**config.mk**
```make
export PLATFORM = sky130hd
export DESIGN_NAME = rv_prog_loader_flat
export DESIGN_NICKNAME = d
export VERILOG_FILES = /design/src/rtl/rv_prog_loader_if.sv /design/src/rtl/rv_prog_loader.sv /design/src/flat_wrapper.sv
export SDC_FILE = /design/constraint.sdc
export NUM_CORES = 1
export LEC_CHECK = 0
export ABC_AREA = 0
export CORE_MARGIN = 1.5
export CORE_UTILIZATION = 45
export CTS_CLUSTER_SIZE = 28
export DETAILED_ROUTE_END_ITERATION = 10
export PLACE_DENSITY_LB_ADDON = 0.08
export SYNTH_ARGS = -nofsm -noshare
export SYNTH_HDL_FRONTEND = slang
export SYNTH_SLANG_ARGS = --single-unit
```
**constraint.sdc**
```tcl
create_clock -name clk -period 2.34 [get_ports clk]
set_input_delay 0.468 -clock clk [delete_from_list [all_inputs] [get_ports clk]]
set_output_delay 0.468 -clock clk [all_outputs]
set_load 0.1 [all_outputs]
```
**src/rtl/rv_prog_loader_if.sv**
```systemverilog
// Field-bundle handshake and instruction-memory write bus for rv_prog_loader.
//   in_valid/in_ready : bundle handshake (master drives valid and fields)
//   fmt, op, rd, rs1, rs2, funct3, funct7_5, imm : decoded instruction fields
//   mem_we/mem_addr/mem_wdata : instruction-memory write port (slave drives)
interface rv_prog_loader_if;
    logic        in_valid;
    logic        in_ready;
    logic [2:0]  fmt;
    logic [6:0]  op;
    logic [4:0]  rd;
    logic [4:0]  rs1;
    logic [4:0]  rs2;
    logic [2:0]  funct3;
    logic        funct7_5;
    logic [31:0] imm;
    logic        mem_we;
    logic [31:0] mem_addr;
    logic [31:0] mem_wdata;

    modport master (
        output in_valid, fmt, op, rd, rs1, rs2, funct3, funct7_5, imm,
        input  in_ready, mem_we, mem_addr, mem_wdata
    );

    modport slave (
        input  in_valid, fmt, op, rd, rs1, rs2, funct3, funct7_5, imm,
        output in_ready, mem_we, mem_addr, mem_wdata
    );
endinterface

```
**src/rtl/rv_prog_loader.sv**
```systemverilog
// RV32I instruction-word encoder and sequential program writer.
// Packs a decoded field bundle into a 32-bit word by format and writes it to
// instruction memory at an auto-incrementing word address.
//   clk, rst_n  : clock, asynchronous active-low reset
//   prog_start  : rewinds the write pointer, clears count and full
//   bus         : field handshake + memory write port (slave side)
//   count       : words written since reset / prog_start
//   full        : count == DEPTH, further bundles are blocked
//   err         : one-cycle pulse for a consumed bundle with illegal fmt
module rv_prog_loader #(
    parameter int unsigned DEPTH     = 64,
    parameter logic [31:0] BASE_ADDR = 32'h0000_0000
) (
    input  logic                   clk,
    input  logic                   rst_n,
    input  logic                   prog_start,
    rv_prog_loader_if.slave        bus,
    output logic [$clog2(DEPTH):0] count,
    output logic                   full,
    output logic                   err
);
    localparam int unsigned CNT_W = $clog2(DEPTH) + 1;

    localparam logic [2:0] FMT_R = 3'd0;
    localparam logic [2:0] FMT_I = 3'd1;
    localparam logic [2:0] FMT_S = 3'd2;
    localparam logic [2:0] FMT_B = 3'd3;
    localparam logic [2:0] FMT_U = 3'd4;
    localparam logic [2:0] FMT_J = 3'd5;

    typedef enum logic [1:0] {
        IDLE  = 2'd0,
        WRITE = 2'd1,
        FULL  = 2'd2
    } state_t;

    state_t      state;
    logic [31:0] enc_word;
    logic        fmt_ok;

    assign bus.in_ready = (state == IDLE) & ~prog_start;

    // Field packing by format; shifts (funct3 001/101) carry funct7_5 and shamt.
    always_comb begin
        enc_word = '0;
        fmt_ok   = 1'b1;
        case (bus.fmt)
            FMT_R: enc_word = {1'b0, bus.funct7_5, 5'b0, bus.rs2, bus.rs1,
                               bus.funct3, bus.rd, bus.op};
            FMT_I: begin
                if (bus.funct3 == 3'b001 || bus.funct3 == 3'b101)
                    enc_word = {1'b0, bus.funct7_5, 5'b0, bus.imm[4:0], bus.rs1,
                                bus.funct3, bus.rd, bus.op};
                else
                    enc_word = {bus.imm[11:0], bus.rs1, bus.funct3, bus.rd, bus.op};
            end
            FMT_S: enc_word = {bus.imm[11:5], bus.rs2, bus.rs1, bus.funct3,
                               bus.imm[4:0], bus.op};
            FMT_B: enc_word = {bus.imm[12], bus.imm[10:5], bus.rs2, bus.rs1,
                               bus.funct3, bus.imm[4:1], bus.imm[11], bus.op};
            FMT_U: enc_word = {bus.imm[31:12], bus.rd, bus.op};
            FMT_J: enc_word = {bus.imm[20], bus.imm[10:1], bus.imm[11],
                               bus.imm[19:12], bus.rd, bus.op};
            default: fmt_ok = 1'b0;
        endcase
    end

    // Control FSM with registered memory port and status outputs.
    always_ff @(posedge clk or negedge rst_n) begin
        if (!rst_n) begin
            state         <= IDLE;
            bus.mem_we    <= 1'b0;
            bus.mem_addr  <= BASE_ADDR;
            bus.mem_wdata <= '0;
            count         <= '0;
            full          <= 1'b0;
            err           <= 1'b0;
        end else if (prog_start) begin
            // An in-flight write already drove mem_we this cycle; only its increment is dropped.
            state        <= IDLE;
            bus.mem_we   <= 1'b0;
            bus.mem_addr <= BASE_ADDR;
            count        <= '0;
            full         <= 1'b0;
            err          <= 1'b0;
        end else begin
            case (state)
                IDLE: begin
                    if (bus.in_valid) begin
                        if (fmt_ok)
                            bus.mem_wdata <= enc_word;
                        bus.mem_we <= fmt_ok;
                        err        <= ~fmt_ok;
                        state      <= WRITE;
                    end
                end
                WRITE: begin
                    bus.mem_we <= 1'b0;
                    err        <= 1'b0;
                    state      <= IDLE;
                    if (bus.mem_we) begin
                        count        <= count + CNT_W'(1);
                        bus.mem_addr <= bus.mem_addr + 32'd4;
                        if (count == CNT_W'(DEPTH - 1)) begin
                            full  <= 1'b1;
                            state <= FULL;
                        end
                    end
                end
                FULL: state <= FULL;
                default: state <= IDLE;
            endcase
        end
    end
endmodule

```
**src/flat_wrapper.sv**
```systemverilog
// flat-port wrapper written by rule: the top's interface ports become plain ports
module rv_prog_loader_flat 
#(
    parameter int unsigned DEPTH     = 64,
    parameter logic [31:0] BASE_ADDR = 32'h0000_0000
)
  (clk, rst_n, prog_start, count, full, err, bus_in_valid, bus_fmt, bus_op, bus_rd, bus_rs1, bus_rs2, bus_funct3, bus_funct7_5, bus_imm, bus_in_ready, bus_mem_we, bus_mem_addr, bus_mem_wdata);
  rv_prog_loader_if bus_i ();
  input  logic clk;
  input  logic rst_n;
  input  logic prog_start;
  output logic [$clog2(DEPTH):0] count;
  output logic full;
  output logic err;
  input wire logic [$bits(bus_i.in_valid)-1:0] bus_in_valid;
  input wire logic [$bits(bus_i.fmt)-1:0] bus_fmt;
  input wire logic [$bits(bus_i.op)-1:0] bus_op;
  input wire logic [$bits(bus_i.rd)-1:0] bus_rd;
  input wire logic [$bits(bus_i.rs1)-1:0] bus_rs1;
  input wire logic [$bits(bus_i.rs2)-1:0] bus_rs2;
  input wire logic [$bits(bus_i.funct3)-1:0] bus_funct3;
  input wire logic [$bits(bus_i.funct7_5)-1:0] bus_funct7_5;
  input wire logic [$bits(bus_i.imm)-1:0] bus_imm;
  output wire logic [$bits(bus_i.in_ready)-1:0] bus_in_ready;
  output wire logic [$bits(bus_i.mem_we)-1:0] bus_mem_we;
  output wire logic [$bits(bus_i.mem_addr)-1:0] bus_mem_addr;
  output wire logic [$bits(bus_i.mem_wdata)-1:0] bus_mem_wdata;
  assign bus_i.in_valid = bus_in_valid;
  assign bus_i.fmt = bus_fmt;
  assign bus_i.op = bus_op;
  assign bus_i.rd = bus_rd;
  assign bus_i.rs1 = bus_rs1;
  assign bus_i.rs2 = bus_rs2;
  assign bus_i.funct3 = bus_funct3;
  assign bus_i.funct7_5 = bus_funct7_5;
  assign bus_i.imm = bus_imm;
  assign bus_in_ready = bus_i.in_ready;
  assign bus_mem_we = bus_i.mem_we;
  assign bus_mem_addr = bus_i.mem_addr;
  assign bus_mem_wdata = bus_i.mem_wdata;
  rv_prog_loader #(.DEPTH(DEPTH), .BASE_ADDR(BASE_ADDR)) u_core (.clk(clk), .rst_n(rst_n), .prog_start(prog_start), .bus(bus_i), .count(count), .full(full), .err(err));
endmodule
```
==> results.toml <==
[critical_path]
cpMaxStageDelayCell = "clkdlybuf4s50_1"
critPathBufInv = 3
crit_required_ns = 1.87
crit_chain = "clkdlybuf4s50_1 -> buf_4 -> nor3_2 -> buf_12"
worstSetupPathType = "primary input to output pin"
critPathTopFamily = "buffers and inverters"
end_kind = "output pin"
startpoint = "prog_start"
r2r_start = "u_core.bus.mem_addr[11]"
cp.arrival_ns = 1.56
critPathLaunchType = "primary input"
crit_path_max_fanout = 13
max_stage_delay_ns = 0.42

[timing]
fin_crit_ns = 2.03
setup_tns_ns = 0
hold_slack_ns = 0.0888
skew_ns = 0.0118
fin_ws_ns = 0.311
fin_crit_sh_pct = 86.7
fmax_ghz = 0.493
setup_violations = 0
slew_violations = 0
hold_violations = 0
rsz0062_at_grt = "no"

[run]
max-cap-violations = 0

[floorplan]
num_rows = 33
die_height_um = 94.9
start_util_pct = 46.4
die_w_um = 94.9
io_pins = 140
core_um2 = 8180
die-area_um2 = 9000

[synthesis]
ys_top_cells_by_area = "dfrtp_1 (49%), a21oi_1 (6.3%), o21ai_0 (3.2%)"
yosysTopAreaCellShare_pct = 48.8
syn_area_per_cell_um2 = 9.64
async_flop_share_pct = 100
synth_largest_area_cell = "dfrtp_1"
synth_cells = 394
seq_area_frac_synth_pct = 48.8
yosysUniqueCellTypes = 51
synthesis.area_um2 = 3800
ys_warn_count = 0
synth_edf_count = 0
synth_seq_cells = 74
ys.flop_type = "dfrtp_1"

[global_route]
antenna_found_initial = 0
grt_max_degree = 39
grt_pass1_vias = 3470
grt-ovfl-total = 0
grt_pass1_wl_mm = 16.4
track_usage_pct = 23.2

[place]
place_area_um2 = 5240
post-place-cells = 636
gp_congestion = 0.845
port-buffer-count = 137
hpwl_mm = 7.35
pre_cts_ws_ns = -0.00753

[pwr]
power.clock.fraction_pct = 31.0
leakage_nw = 2.32
seq_power_share_pct = 33.4
comb_power_share_pct = 35.6
sw_frac_of_total_pct = 39.4
power_switching_mw = 1.76
p_int_mw = 2.70
vdd_drop_max_uv = 667
powerDensity_nw_per_um2 = 807

[clock_network]
cts_setup_buffers = 0
hold_buffers = 0
root_buffer = "clkbuf_8"
htreeDepth = 3
cts_tree = "yes"
clock_path_buffers = 2
clk_pin_slew_worst_paths_ns = 0.08
cts_sinks = 74
ctsResizeCount = 0
cts_made_buffers = 9
insertion_delay_ns = 0.34

[routing]
vias = 3671
avgViaCountPerCell = 5.63
drcViolationCount = 0
wl_per_cell_um = 15.4
dr.pass1.iters = 4
ant_nets = 0
drt_first_iter_violations = 130
drt-total-wl_mm = 10.0

[cells_and_area]
areaGrowthSynthToFinish_pct = 45.5
num_antenna_cells = 0
fillers = 651
drive_gt1_share_pct = 26.9
stdcell_area_um2 = 5520
layout.nets = 609
post_layout_nonfiller_instances = 652

[status]
outcome = "finished, final reports clean"

[min_path]
hp-class = "primary input to asynchronous set/reset pin"
-- layer usage --
metal	vias up	GRT usage [%]	routed length (um)
met5	-	0	0
li1	1755	-	-
met1	1758	31.0	4450
met4	0	8.46	154
met3	14	4.19	627
met2	144	37.6	4780
-- cell usage in the layout, fill, tap and decap left out, types with 6 or more instances in the layout --
cell type        synthesis  layout
buf_4                    5      95
clkdlybuf4s50_1          0      63
dfrtp_1                 74      59
a21oi_1                 48      48
nor2_1                  25      25
o21ai_0                 24      24
nand2_1                 19      19
or3_1                   19      19
dfrtp_2                  0      15
nand3_1                 12      12
or4_1                   12      12
o22ai_1                 12      12
clkbuf_8                 0      12
o31ai_1                 11      11
inv_1                   10      10
a22oi_1                 10      10
xor2_1                   8       8
nor2b_1                  8       8
mux2_2                   8       8
nand4_1                  7       7
a31oi_1                  6       6
-- Yosys cell counts (2+ instances only) --
library cell and count:
a21oi_1 48, a22oi_1 10, a31oi_1 6, a32oi_1 2, and3_1 3, and3b_1 2, and4_1 2, buf_2 3
buf_4 5, buf_6 2, clkbuf_1 13, dfrtp_1 74, ha_1 2, inv_1 10, mux2_2 8, mux2i_1 5
nand2_1 19, nand2b_1 4, nand3_1 12, nand3b_1 2, nand4_1 7, nor2_1 25, nor2b_1 8, nor3_1 3
o2111ai_1 2, o211ai_1 4, o21a_1 4, o21ai_0 24, o22ai_1 12, o31ai_1 11, or3_1 19, or3_2 3
or4_1 12, xnor2_1 4, xor2_1 8
-- layout make-up --
class	count	area [um^2]	area share, %
sequential	74	1870	33.9
timing repair buffer	162	1420	25.8
clock buffer	12	165	2.99
clock inverter	4	120	2.17
inverter	10	37.5	0.680
multi-input combinational	285	1780	32.1
tap	105	131	2.38
-- worst register-to-register path, cell delays in order (launching register included) --
cell and delay [ns]:
dfrtp_2 0.43, nand4_2 0.16, or4_4 0.66, nor4_1 0.31, mux2_2 0.36
-- cell families after synthesis --
family | after synthesis | share of synthesized area (%)
and+or+nand+nor | 129 | 19.3
AOI/OAI and AO/OA | 127 | 20.0
DFF | 74 | 48.8
buffers and inverters | 36 | 4.71
muxes | 13 | 3.69
xor gates and xnor gates | 12 | 2.77
adders and majority gates | 2 | 0.659
other | 1 | 0.0988
-- state kept, by name (all words and copies together), names as in the netlist --
name,flops
u_core.err,1
u_core.bus.mem_wdata,32
u_core.full,1
u_core.bus.mem_addr,30
u_core.state,2
u_core.count,7
u_core.bus.mem_we,1
-- power by group through the flow --
stage	registers [mW]	clock network [mW]	logic, mW
2_1_floorplan	2.40	0	0.248
6_report	1.49	1.38	1.59
4_1_cts	1.49	1.41	1.59
3_5_place_dp	1.51	0	1.60
5_1_grt	1.51	1.47	1.65
3_3_place_gp	1.51	0	1.58
-- path summary, 6_finish.rpt --
| kind | endpoint | slack [ns] | depth (start not counted) |
|---|---|---|---|
| max | bus_in_ready | 0.31 | 4 |
| min | u_core.count[6] | 0.09 | 1 |
| max in group asynchronous | u_core.bus.mem_addr[10] | 1.66 | 2 |
| min in group clk | u_core.bus.mem_wdata[24] | 0.49 | 1 |
| min reg2reg | u_core.bus.mem_wdata[24] | 0.49 | 1 |
| max reg2reg | u_core.bus.mem_addr[31] | 0.32 | 4 |
-- per-stage QoR --
stage                     total power, mW  utilization, %
final                                4.46            67.6
after global routing                 4.62            67.6
after CTS                            4.49            67.6
after detailed placement             3.11            64.1
after global placement               3.09            64.1
after floorplan                      2.65               -
No activity file was read; power rests on OpenSTA's default activity.
